<file path="config.mk">
export PLATFORM = sky130hd
export DESIGN_NAME = program_cnt_stack
export DESIGN_NICKNAME = d
export VERILOG_FILES = /design/src/rtl/program_cnt_stack.sv
export SDC_FILE = /design/constraint.sdc
export NUM_CORES = 1
export LEC_CHECK = 0
export CAP_MARGIN = 20
export CORE_MARGIN = 3
export CORE_UTILIZATION = 35
export CTS_BUF_LIST = sky130_fd_sc_hd__clkbuf_4 sky130_fd_sc_hd__clkbuf_8 sky130_fd_sc_hd__clkbuf_16
export CTS_CLUSTER_DIAMETER = 30
export DETAILED_ROUTE_END_ITERATION = 8
export GPL_TIMING_DRIVEN = 0
export SETUP_SLACK_MARGIN = 0.05
export SYNTH_ARGS = -nofsm -noshare
export SYNTH_HDL_FRONTEND = slang
export SYNTH_SLANG_ARGS = --single-unit
</file>
<file path="constraint.sdc">
create_clock -name clk -period 4.35 [get_ports clk]
set_input_delay 0.87 -clock clk [delete_from_list [all_inputs] [get_ports clk]]
set_output_delay 0.87 -clock clk [all_outputs]
set_load 0.01 [all_outputs]
</file>
<file path="src/rtl/program_cnt_stack.sv">
// program_cnt_stack: parametrised PC with step increment, stall and return-address stack.
// Defining PC_REL_BRANCH_EN enables the rel_pr relative branch.
module program_cnt_stack #(
    parameter int PC_W      = 8,
    parameter int STK_DEPTH = 4,
    parameter int INC_STEP  = 1,
    parameter int RESET_PC  = 0
) (
    input  logic                               clk,
    input  logic                               reset,
    input  logic                               stall,
    input  logic                               load_ar_2_pr,
    input  logic                               call_pr,
    input  logic                               ret_pr,
    input  logic                               inc_pr,
    input  logic                               rel_pr,
    input  logic                               clr_err,
    input  logic [PC_W-1:0]                    data_on_pr,
    output logic [PC_W-1:0]                    pr_on_bus,
    output logic [$clog2(STK_DEPTH+1)-1:0]     sp_depth,
    output logic                               stk_full,
    output logic                               stk_empty,
    output logic                               ovf_err,
    output logic                               unf_err
);
    localparam int SP_W  = $clog2(STK_DEPTH + 1);
    localparam int IDX_W = (STK_DEPTH > 1) ? $clog2(STK_DEPTH) : 1;

    logic [PC_W-1:0] pc_q, pc_d;
    logic [SP_W-1:0] sp_q, sp_d;
    logic            ovf_q, ovf_d, unf_q, unf_d;
    logic            push_en;
    logic [PC_W-1:0] ret_addr, stk_top;
    logic [SP_W-1:0] sp_m1;
    logic [PC_W-1:0] stk_q [STK_DEPTH];

`ifndef PC_REL_BRANCH_EN
    logic unused_rel;
    assign unused_rel = rel_pr;
`endif

    assign stk_full  = sp_q == SP_W'(STK_DEPTH);
    assign stk_empty = sp_q == '0;
    assign ret_addr  = pc_q + PC_W'(INC_STEP);
    assign sp_m1     = sp_q - 1'b1;
    assign stk_top   = stk_q[IDX_W'(sp_m1)];

    always_comb begin
        pc_d    = pc_q;
        sp_d    = sp_q;
        ovf_d   = ovf_q;
        unf_d   = unf_q;
        push_en = 1'b0;
        if (!stall) begin
            if (clr_err) begin
                ovf_d = 1'b0;
                unf_d = 1'b0;
            end
            if (load_ar_2_pr) pc_d = data_on_pr;
            else if (call_pr) begin
                pc_d = data_on_pr;
                if (stk_full) ovf_d = 1'b1;
                else begin
                    push_en = 1'b1;
                    sp_d    = sp_q + 1'b1;
                end
            end else if (ret_pr) begin
                if (stk_empty) unf_d = 1'b1;
                else begin
                    pc_d = stk_top;
                    sp_d = sp_m1;
                end
            end
`ifdef PC_REL_BRANCH_EN
            // same-width add equals a sign-extended add modulo 2^PC_W
            else if (rel_pr) pc_d = pc_q + data_on_pr;
`endif
            else if (inc_pr) pc_d = ret_addr;
        end
    end

    always_ff @(posedge clk or negedge reset) begin
        if (!reset) begin
            pc_q  <= PC_W'(RESET_PC);
            sp_q  <= '0;
            ovf_q <= 1'b0;
            unf_q <= 1'b0;
        end else begin
            pc_q  <= pc_d;
            sp_q  <= sp_d;
            ovf_q <= ovf_d;
            unf_q <= unf_d;
        end
    end

    // stack contents are don't-care after reset, so no reset on the array
    always_ff @(posedge clk) begin
        if (push_en) stk_q[IDX_W'(sp_q)] <= ret_addr;
    end

    assign pr_on_bus = pc_q;
    assign sp_depth  = sp_q;
    assign ovf_err   = ovf_q;
    assign unf_err   = unf_q;
endmodule

</file>
==> results.py <==
metrics = {
    "finish": {
        "diodes": 0,
        "drive_gt1_frac": 0.127,
        "finalNetCount": 226,
        "area_growth_pct": 21.2,
        "post-route-util": 0.443,
    },
    "route": {
        "drt_iter0_drc": 79,
        "wl_um": 4590,
        "ant_nets": 0,
        "drc": 0,
        "vias_per_cell": 5.14,
        "dr.pass1.iters": 4,
        "via_count": 1435,
        "wl_per_cell_um": 16.4,
    },
    "sta": {
        "maxSlewViolCount": 0,
        "fin_crit_sh": 0.655,
        "finalHoldWorstSlack_ns": 0.488,
        "max_freq_mhz": 351,
        "setup_viol_count_final": 0,
        "fin_ws_ns": 1.50,
        "hold_viol": 0,
        "period_minus_slack_ns": 2.85,
        "max_slew_margin": 0.425,
        "rsz0062_at_grt": "no",
        "clock-skew-final_ns": 0.00854,
        "tightest_slew_ns": 0.859,
        "setup_tns_ns": 0,
    },
    "worst_setup_path": {
        "end_kind": "primary output",
        "cp_num_cells": 6,
        "crit_start": "sp_depth[0]",
        "critPathArrivalTime_ns": 1.98,
        "worstPathCellList": "buf_6 > inv_1 > ha_1 > nand2_1 > inv_1 > clkdlybuf4s50_1",
        "start_kind": "flip-flop",
        "r2r_end": "pr_on_bus[7]",
        "timing_worst_setup_path_type": "flip-flop to primary output",
        "path_buf_inv": 4,
        "crit_family": "buffers and inverters",
        "reg2reg_from": "sp_depth[0]",
        "worstSetupEndpoint": "stk_full",
        "crit_path_max_fanout": 10,
        "crit_top_cell": "inv_1",
        "max_stage_delay_ns": 0.53,
        "cp.required_ns": 3.48,
        "worstRegToRegCells": 9,
        "cp_slowest_cell": "clkdlybuf4s50_1",
        "reg2reg_slack_ns": 1.95,
    },
    "global_routing": {
        "grt-ovfl-total": 0,
        "grt_max_degree": 16,
        "track_usage": 0.136,
        "antenna_found_initial": 0,
        "grt_pass1_wl_um": 7480,
        "grt_pass1_vias": 1465,
    },
    "logic_synthesis": {
        "yosys_warnings": 0,
        "syn_inst": 169,
        "synth.distinct_cells": 40,
        "syn_area_per_cell_um2": 12.9,
        "synth_area_leaders": "edfxtp_1 (44%), dfrtp_1 (15%), mux4_1 (4.8%)",
        "synth_area_leader_cell": "edfxtp_1",
        "syn_nets": 192,
        "synth.top_cell.area_share": 0.439,
        "netlist_area_um2": 2190,
        "ys_ff_latch": 45,
        "synth_most_common_cell": "edfxtp_1",
        "synth_seq_area_share": 0.588,
        "synth_edf_count": 32,
        "ys_async_sr_fraction": 0.289,
        "synth_ff_type": "edfxtp_1",
        "synth_commonest_cells": "edfxtp_1 (32), nand2_1 (20), dfrtp_1 (13)",
    },
    "die": {
        "pin_count": 32,
        "initial_core_util": 0.365,
        "core_um2": 5990,
        "die_x_um": 85.1,
        "row_count": 28,
        "die_h_um": 85.1,
        "die-area_um2": 7240,
    },
    "clocking": {
        "clkTransAtPathRegs_ns": 0.08,
        "clk_latency_ns": 0.30,
        "postCtsResizedCells": 0,
        "tritoncts": "done",
        "cts_buffers": 5,
        "clock_path_buffers": 2,
        "cts.sinks": 45,
        "post_cts_buffers": 0,
        "cts_root_buf": "clkbuf_8",
        "cts-htree-levels": 2,
        "holdBufCountCts": 0,
    },
    "placed_design": {
        "place.detailed.hpwl_um": 3290,
        "place.gp.congestion": 0.819,
        "pre_cts_ws_ns": 1.72,
        "io_buffers": 27,
    },
    "hold_path": {
        "min_path_type": "flip-flop to flip-flop",
    },
    "power": {
        "power_density_nw_per_um2": 520,
        "leakage_uw": 0.000987,
        "ir_worst_vdd_mv": 0.203,
    },
    "run": {
        "maxCapViolCount": 0,
    },
    "run_status": {
        "status": "complete, no violations",
    },
}
-- report_power, final --
part / internal, uW / switching (uW) / leakage, uW
registers: 535 / 49.0 / 0.000448
clock network: 132 / 148 / 0.0000518
logic: 270 / 247 / 0.000487
-- flip-flops by register name, indices dropped and copies added (netlist names) --
register and cells:
sp_depth 3, pr_on_bus 8, ovf_err 1, stk_q 32, unf_err 1
-- cell families after synthesis --
group,after synthesis,share of synthesized area
AO/OA/AOI/OAI,32,0.0938
XOR/XNOR,8,0.0320
adder cells (fa/ha/maj),6,0.0343
buffers and inverters,15,0.0320
flip-flops,45,0.588
multiplexers,14,0.113
AND/OR/NAND/NOR,49,0.107
-- cell type report --
| class | count | area [um2] |
|---|---|---|
| Clock inverter | 2 | 17.5 |
| Fill cell | 553 | 3340 |
| Sequential cell | 45 | 1290 |
| Inverter | 7 | 26.3 |
| Clock buffer | 6 | 82.6 |
| Multi-Input combinational cell | 109 | 832 |
| Timing Repair Buffer | 27 | 270 |
| Buffer | 8 | 43.8 |
| Tap cell | 75 | 93.8 |
-- per-stage QoR --
step	power [uW]	area, um2	std cells
after floorplan	931	2190	169
final	1380	2650	279
after global placement	1110	2550	271
after global routing	1470	2650	279
after CTS	1400	2650	279
after detailed placement	1120	2550	271
-- cell usage in the layout, fill, tap and decap left out, drive strengths merged, types with 5 or more instances in the layout --
cell | netlist | routed
edfxtp | 32 | 32
and2 | 5 | 5
dfrtp | 13 | 13
mux4 | 7 | 7
buf | 6 | 6
ha | 6 | 6
clkbuf | 2 | 8
clkdlybuf4s50 | 0 | 27
nand2 | 20 | 20
o21ai | 12 | 12
nor2 | 10 | 10
a21oi | 6 | 6
inv | 7 | 8
xnor2 | 5 | 5
-- routing by layer --
layer  GRT usage  vias to the layer above  routed length, um  share of wire
li1            -                      689                  -              -
met1       0.178                      712               2080           0.45
met2       0.220                       27               2290           0.50
met3      0.0223                        7                125          0.027
met4      0.0619                        0                 83          0.018
met5           0                        -                  0              0
-- tightest hold or removal path, stage by stage (launching register included) --
cell and delay (ns):
dfrtp_1 0.35, nand2_1 0.05, o21ai_0 0.06
-- worst min path at each step --
stage | start | depth (start not counted) | to
floorplan | ovf_err | 2 | ovf_err
global placement | ovf_err | 2 | ovf_err
detailed placement | ovf_err | 2 | ovf_err
CTS | ovf_err | 2 | ovf_err
global route | ovf_err | 2 | ovf_err
finish | ovf_err | 2 | ovf_err
No activity file was read; power rests on OpenSTA's default activity.
